--- src/rtl/mem_arb_pkg.sv ---
// Shared types and constants for the BRAM data-port arbiter.
package mem_arb_pkg;

  typedef enum logic [1:0] {
    OWN_NONE = 2'd0,
    OWN_CPU  = 2'd1,
    OWN_DBG  = 2'd2
  } owner_t;

  localparam logic [1:0] SZ_BYTE = 2'd0;
  localparam logic [1:0] SZ_HALF = 2'd1;
  localparam logic [1:0] SZ_WORD = 2'd2;

endpackage

--- src/rtl/mem_port_arbiter_if.sv ---
// CPU, debug and BRAM data-port signals shared between the arbiter and its neighbours.
interface mem_port_arbiter_if;

  logic        CPU_REQ;
  logic        CPU_WE;
  logic [31:0] CPU_ADDR;
  logic [31:0] CPU_DIN;
  logic [1:0]  CPU_SIZE;
  logic        CPU_SIGN;
  logic        CPU_STALL;
  logic        CPU_RVALID;
  logic [31:0] CPU_DOUT;

  logic        DBG_VALID;
  logic        DBG_READY;
  logic        DBG_WE;
  logic [31:0] DBG_ADDR;
  logic [31:0] DBG_DIN;
  logic [1:0]  DBG_SIZE;
  logic        DBG_SIGN;
  logic        DBG_RVALID;
  logic [31:0] DBG_RDATA;

  logic [31:0] MEM_ADDR2;
  logic [31:0] MEM_DIN2;
  logic [1:0]  MEM_SIZE;
  logic        MEM_SIGN;
  logic        MEM_READ2;
  logic        MEM_WRITE2;
  logic [31:0] MEM_DOUT2;

  // Arbiter view.
  modport slave (
    input  CPU_REQ, CPU_WE, CPU_ADDR, CPU_DIN, CPU_SIZE, CPU_SIGN,
    output CPU_STALL, CPU_RVALID, CPU_DOUT,
    input  DBG_VALID, DBG_WE, DBG_ADDR, DBG_DIN, DBG_SIZE, DBG_SIGN,
    output DBG_READY, DBG_RVALID, DBG_RDATA,
    output MEM_ADDR2, MEM_DIN2, MEM_SIZE, MEM_SIGN, MEM_READ2, MEM_WRITE2,
    input  MEM_DOUT2
  );

  // Requester and BRAM view.
  modport master (
    output CPU_REQ, CPU_WE, CPU_ADDR, CPU_DIN, CPU_SIZE, CPU_SIGN,
    input  CPU_STALL, CPU_RVALID, CPU_DOUT,
    output DBG_VALID, DBG_WE, DBG_ADDR, DBG_DIN, DBG_SIZE, DBG_SIGN,
    input  DBG_READY, DBG_RVALID, DBG_RDATA,
    input  MEM_ADDR2, MEM_DIN2, MEM_SIZE, MEM_SIGN, MEM_READ2, MEM_WRITE2,
    output MEM_DOUT2
  );

endinterface

--- src/rtl/mem_port_arbiter.sv ---
// BRAM data-port arbiter: CPU has priority, debug is forced in after STARVE_MAX
// consecutive CPU grants; read data is steered back to whoever issued the load.
module mem_port_arbiter
  import mem_arb_pkg::*;
#(
  parameter int unsigned STARVE_MAX = 8,
  parameter int unsigned CNT_W      = $clog2(STARVE_MAX + 1)
) (
  input logic                CLK,
  input logic                RST_N,
  mem_port_arbiter_if.slave  bus
);

  localparam logic [CNT_W-1:0] CntMax = CNT_W'(STARVE_MAX);

  logic             dbg_win;
  logic             cpu_win;
  logic [CNT_W-1:0] starve_cnt_q, starve_cnt_d;
  owner_t           rd_owner_q, rd_owner_d;

  // Grant is gated by reset so nothing reaches the BRAM while RST_N is low.
  always_comb begin
    dbg_win = RST_N && bus.DBG_VALID && (!bus.CPU_REQ || (starve_cnt_q == CntMax));
    cpu_win = RST_N && bus.CPU_REQ && !dbg_win;
  end

  assign bus.DBG_READY = dbg_win;
  assign bus.CPU_STALL = bus.CPU_REQ && dbg_win;

  always_comb begin
    if (dbg_win) begin
      bus.MEM_ADDR2 = bus.DBG_ADDR;
      bus.MEM_DIN2  = bus.DBG_DIN;
      bus.MEM_SIZE  = bus.DBG_SIZE;
      bus.MEM_SIGN  = bus.DBG_SIGN;
    end else begin
      bus.MEM_ADDR2 = bus.CPU_ADDR;
      bus.MEM_DIN2  = bus.CPU_DIN;
      bus.MEM_SIZE  = bus.CPU_SIZE;
      bus.MEM_SIGN  = bus.CPU_SIGN;
    end
  end

  always_comb begin
    bus.MEM_WRITE2 = (cpu_win && bus.CPU_WE) || (dbg_win && bus.DBG_WE);
    bus.MEM_READ2  = (cpu_win && !bus.CPU_WE) || (dbg_win && !bus.DBG_WE);
  end

  always_comb begin
    starve_cnt_d = starve_cnt_q;
    if (cpu_win && bus.DBG_VALID) begin
      starve_cnt_d = (starve_cnt_q == CntMax) ? CntMax : starve_cnt_q + CNT_W'(1);
    end else if (dbg_win || !bus.DBG_VALID) begin
      starve_cnt_d = '0;
    end
  end

  always_comb begin
    rd_owner_d = OWN_NONE;
    if (cpu_win && !bus.CPU_WE) begin
      rd_owner_d = OWN_CPU;
    end else if (dbg_win && !bus.DBG_WE) begin
      rd_owner_d = OWN_DBG;
    end
  end

  always_ff @(posedge CLK) begin
    if (!RST_N) begin
      starve_cnt_q <= '0;
      rd_owner_q   <= OWN_NONE;
    end else begin
      starve_cnt_q <= starve_cnt_d;
      rd_owner_q   <= rd_owner_d;
    end
  end

  assign bus.CPU_RVALID = (rd_owner_q == OWN_CPU);
  assign bus.DBG_RVALID = (rd_owner_q == OWN_DBG);
  assign bus.CPU_DOUT   = bus.MEM_DOUT2;
  assign bus.DBG_RDATA  = bus.MEM_DOUT2;

endmodule

--- src/flat_wrapper.sv ---
// flat-port wrapper written by rule: the top's interface ports become plain ports
module mem_port_arbiter_flat import mem_arb_pkg::*;
#(
  parameter int unsigned STARVE_MAX = 8,
  parameter int unsigned CNT_W      = $clog2(STARVE_MAX + 1)
)
  (CLK, RST_N, bus_CPU_REQ, bus_CPU_WE, bus_CPU_ADDR, bus_CPU_DIN, bus_CPU_SIZE, bus_CPU_SIGN, bus_CPU_STALL, bus_CPU_RVALID, bus_CPU_DOUT, bus_DBG_VALID, bus_DBG_WE, bus_DBG_ADDR, bus_DBG_DIN, bus_DBG_SIZE, bus_DBG_SIGN, bus_DBG_READY, bus_DBG_RVALID, bus_DBG_RDATA, bus_MEM_ADDR2, bus_MEM_DIN2, bus_MEM_SIZE, bus_MEM_SIGN, bus_MEM_READ2, bus_MEM_WRITE2, bus_MEM_DOUT2);
  mem_port_arbiter_if bus_i ();
  input logic CLK;
  input logic RST_N;
  input wire logic [$bits(bus_i.CPU_REQ)-1:0] bus_CPU_REQ;
  input wire logic [$bits(bus_i.CPU_WE)-1:0] bus_CPU_WE;
  input wire logic [$bits(bus_i.CPU_ADDR)-1:0] bus_CPU_ADDR;
  input wire logic [$bits(bus_i.CPU_DIN)-1:0] bus_CPU_DIN;
  input wire logic [$bits(bus_i.CPU_SIZE)-1:0] bus_CPU_SIZE;
  input wire logic [$bits(bus_i.CPU_SIGN)-1:0] bus_CPU_SIGN;
  output wire logic [$bits(bus_i.CPU_STALL)-1:0] bus_CPU_STALL;
  output wire logic [$bits(bus_i.CPU_RVALID)-1:0] bus_CPU_RVALID;
  output wire logic [$bits(bus_i.CPU_DOUT)-1:0] bus_CPU_DOUT;
  input wire logic [$bits(bus_i.DBG_VALID)-1:0] bus_DBG_VALID;
  input wire logic [$bits(bus_i.DBG_WE)-1:0] bus_DBG_WE;
  input wire logic [$bits(bus_i.DBG_ADDR)-1:0] bus_DBG_ADDR;
  input wire logic [$bits(bus_i.DBG_DIN)-1:0] bus_DBG_DIN;
  input wire logic [$bits(bus_i.DBG_SIZE)-1:0] bus_DBG_SIZE;
  input wire logic [$bits(bus_i.DBG_SIGN)-1:0] bus_DBG_SIGN;
  output wire logic [$bits(bus_i.DBG_READY)-1:0] bus_DBG_READY;
  output wire logic [$bits(bus_i.DBG_RVALID)-1:0] bus_DBG_RVALID;
  output wire logic [$bits(bus_i.DBG_RDATA)-1:0] bus_DBG_RDATA;
  output wire logic [$bits(bus_i.MEM_ADDR2)-1:0] bus_MEM_ADDR2;
  output wire logic [$bits(bus_i.MEM_DIN2)-1:0] bus_MEM_DIN2;
  output wire logic [$bits(bus_i.MEM_SIZE)-1:0] bus_MEM_SIZE;
  output wire logic [$bits(bus_i.MEM_SIGN)-1:0] bus_MEM_SIGN;
  output wire logic [$bits(bus_i.MEM_READ2)-1:0] bus_MEM_READ2;
  output wire logic [$bits(bus_i.MEM_WRITE2)-1:0] bus_MEM_WRITE2;
  input wire logic [$bits(bus_i.MEM_DOUT2)-1:0] bus_MEM_DOUT2;
  assign bus_i.CPU_REQ = bus_CPU_REQ;
  assign bus_i.CPU_WE = bus_CPU_WE;
  assign bus_i.CPU_ADDR = bus_CPU_ADDR;
  assign bus_i.CPU_DIN = bus_CPU_DIN;
  assign bus_i.CPU_SIZE = bus_CPU_SIZE;
  assign bus_i.CPU_SIGN = bus_CPU_SIGN;
  assign bus_CPU_STALL = bus_i.CPU_STALL;
  assign bus_CPU_RVALID = bus_i.CPU_RVALID;
  assign bus_CPU_DOUT = bus_i.CPU_DOUT;
  assign bus_i.DBG_VALID = bus_DBG_VALID;
  assign bus_i.DBG_WE = bus_DBG_WE;
  assign bus_i.DBG_ADDR = bus_DBG_ADDR;
  assign bus_i.DBG_DIN = bus_DBG_DIN;
  assign bus_i.DBG_SIZE = bus_DBG_SIZE;
  assign bus_i.DBG_SIGN = bus_DBG_SIGN;
  assign bus_DBG_READY = bus_i.DBG_READY;
  assign bus_DBG_RVALID = bus_i.DBG_RVALID;
  assign bus_DBG_RDATA = bus_i.DBG_RDATA;
  assign bus_MEM_ADDR2 = bus_i.MEM_ADDR2;
  assign bus_MEM_DIN2 = bus_i.MEM_DIN2;
  assign bus_MEM_SIZE = bus_i.MEM_SIZE;
  assign bus_MEM_SIGN = bus_i.MEM_SIGN;
  assign bus_MEM_READ2 = bus_i.MEM_READ2;
  assign bus_MEM_WRITE2 = bus_i.MEM_WRITE2;
  assign bus_i.MEM_DOUT2 = bus_MEM_DOUT2;
  mem_port_arbiter #(.STARVE_MAX(STARVE_MAX), .CNT_W(CNT_W)) u_core (.CLK(CLK), .RST_N(RST_N), .bus(bus_i));
endmodule
--- config.mk ---
export PLATFORM = sky130hd
export DESIGN_NAME = mem_port_arbiter_flat
export DESIGN_NICKNAME = d
export VERILOG_FILES = /design/src/rtl/mem_arb_pkg.sv /design/src/rtl/mem_port_arbiter_if.sv /design/src/rtl/mem_port_arbiter.sv /design/src/flat_wrapper.sv
export SDC_FILE = /design/constraint.sdc
export NUM_CORES = 1
export LEC_CHECK = 0
export CAP_MARGIN = 40
export CORE_AREA = 2 2 118 120
export DETAILED_ROUTE_END_ITERATION = 8
export DIE_AREA = 0 0 120 122
export GPL_TIMING_DRIVEN = 0
export PLACE_DENSITY = 0.57
export SLEW_MARGIN = 20
export SYNTH_ARGS = -nofsm -noshare
export SYNTH_HDL_FRONTEND = slang
export SYNTH_SLANG_ARGS = --single-unit
--- constraint.sdc ---
create_clock -name CLK -period 4.9 [get_ports CLK]
set_clock_uncertainty 0.1 [all_clocks]
set_input_delay 1.225 -clock CLK [delete_from_list [all_inputs] [get_ports CLK]]
set_output_delay 1.225 -clock CLK [all_outputs]
set_load 0.03 [all_outputs]
==> impl_results.md <==
- Met3 routed WL: 996 um
- Syn-to-layout area delta: 192%
- Status: finished, final reports clean
- Final setup viols: 0
- Min-delay worst type: register to register
- Worst-path clk slew: 0.03 ns
- Largest net degree at the start of global routing: 11
- # hold bufs at CTS: 0
- Initial antenna violation count: 0
- First-pass detailed-route iteration total: 5
- Total core area: 0.0135 mm2
- Arr. time, crit path: 3.32 ns
- Final hold vios: 0
- First-pass GRT wire length: 12900 um
- Vias: 2196
- RSZ-0062 raised after global routing: no
- Starting Density: 11.9%
- Commonest non-fill, non-tap cell in the layout: clkdlybuf4s50_1
- CTS tree: yes
- M1 wire length: 3540 um
- Commonest non-fill, non-tap cells in the layout: clkdlybuf4s50_1 (276), buf_4 (68), mux2_2 (62), mux2_1 (6), dfxtp_1 (6)
- Met2 wire len: 4600 um
- Port Buf Inserts: 276
- Total gr overflow: 0
- Total track usage: 11.3%
- Sequential cell area fraction in the yosys report: 7.48%
- Critical path type: primary input to output pin
- Drt drc: 0
- Post-CTS Repair Setup Buffers: 0
- Top_reg_cell synth: dfxtp_1
- VDD IR max: 0.0832 mV
- H-tree Lvls: 1
- Post-Syn Nets: 343
- Net count, final: 626
- Total Power: 684 uW
- # resized after CTS: 0
- Normalized max-slew margin: 73.3%
- Lkg Pwr: 0.00184 uW
- Final ANT Viol Nets: 0
- Clock buffer count from CTS: 3
- Syn Inst Count: 169
- CTS Sinks: 6
- Via/cell ratio: 3.49
- Cell Area, Synth: 0.00161 mm2
- Total routed wirelength: 9140 um
- Distinct cells, synth: 20
- Share of layout cells above drive strength 1: 31.1%
- I/O pins: 309
- Synth warn: 0
- Slew @ Worst Pin: 0.399 ns
- Maxcap violations: 0
- Setup TNS: 0 ns
- Final Max Slew Viols: 0
- Pwr/cell area: 146 mW/mm2
- Vias in the first global route: 2226
- Number of synthesized register bits: 6
- Die ar.: 0.0146 mm2
- DR top layer: met3
- Crit start category: primary input
- Die height: 122 um
- Antenna cells: 0
- Critical Path RT: 3.58 ns
- Element type at the critical path end: output pin
- CP Max Fanout: 10
- Post-Syn Area per Cell: 9.51 um2
- DR WL/cell: 14.5 um
- Post-synth ARST share: 0%
- DP HPWL: 8230 um
- Clock Latency Late Sink: 0.22 ns
- Min Tclk post-route: 4.65 ns
- R2R Setup Slk: 3.42 ns
- Part of the cycle the worst path needs: 94.9%
- CTS root buf: clkbuf_16
- Initial DRC Count: 42
- # rows: 43
- Die Wd: 120 um
- Placer Congestion: 0.711
- EDFF count, synth: 0
- Max Freq: 215 MHz
- Largest buffer count on any clock path: 2
-- path summary, 6_finish.rpt --
check / end / start / cells after the start
setup / recovery: bus_MEM_ADDR2[27] / RST_N / 7
hold / removal: u_core.starve_cnt_q[0] / u_core.starve_cnt_q[0] / 1
setup reg to reg: u_core.rd_owner_q[1] / u_core.starve_cnt_q[0] / 7
hold reg to reg: u_core.starve_cnt_q[0] / u_core.starve_cnt_q[0] / 1
-- per-stage QoR --
stage | util, % | std cells | hold slack, ns | instance area (um2) | setup slack (ns)
finish | 34.8 | 630 | 0.372 | 4700 | 0.252
global placement | 34.0 | 625 | 0.343 | 4590 | 0.0294
CTS | 34.6 | 628 | 0.386 | 4670 | 0.00727
floorplan | - | 169 | 0.330 | 1610 | 1.15
global route | 34.8 | 630 | 0.405 | 4700 | 0.163
detailed placement | 34.0 | 625 | 0.378 | 4590 | 0.0111
-- layer usage --
| layer | track usage, % | vias to the layer above |
|---|---|---|
| met5 | 0 | - |
| met4 | 0.221 | 0 |
| met3 | 3.79 | 0 |
| met2 | 20.7 | 150 |
| met1 | 13.5 | 972 |
| li1 | - | 1074 |
-- layout make-up --
cell class | count | area [um2]
clock buffer | 3 | 75.1
fill | 1368 | 8810
tap | 180 | 225
timing repair buffer | 278 | 2790
multi-input combinational | 89 | 927
buffer | 71 | 548
inverter | 3 | 11.3
sequential | 6 | 120
-- logic make-up (layout without fill, tap and decap cells) --
| logic type | count (synthesis) | in the layout | synth area share (%) |
|---|---|---|---|
| muxes | 69 | 69 | 48.3 |
| AOI/OAI and AO/OA | 1 | 1 | 1.01 |
| buffers and inverters | 74 | 355 | 34.8 |
| adders and majority gates | 2 | 2 | 1.56 |
| xor gates and xnor gates | 2 | 2 | 1.09 |
| DFF | 6 | 6 | 7.48 |
| and+or+nand+nor | 15 | 15 | 5.76 |
-- where the power goes --
| part | internal (uW) | total [uW] | switching [uW] |
|---|---|---|---|
| Combinational | 281 | 505 | 224 |
| Sequential | 50.2 | 50.8 | 0.617 |
| Clock | 104 | 129 | 24.5 |
-- synth_stat cells, types with 2 or more instances --
cell | count | share of area (%)
buf_4 | 67 | 31
buf_6 | 4 | 2.8
ha_1 | 2 | 1.6
nor2_1 | 5 | 1.2
inv_1 | 3 | 0.70
mux2_1 | 6 | 4.2
mux2_2 | 62 | 43
dfxtp_1 | 6 | 7.5
nor2b_1 | 3 | 1.2
-- worst max-delay path, stage by stage --
cell	delay (ns)
clkdlybuf4s50_1	0.53
nand2_1	0.11
a21oi_4	0.14
buf_12	0.15
buf_4	0.19
mux2_2	0.36
clkdlybuf4s50_1	0.61
-- sequential cells by signal, indices dropped and copies added (netlist names) --
register,count
u_core.starve_cnt_q,4
u_core.rd_owner_q,2
Note: power is estimated with default switching activity, not from simulation.
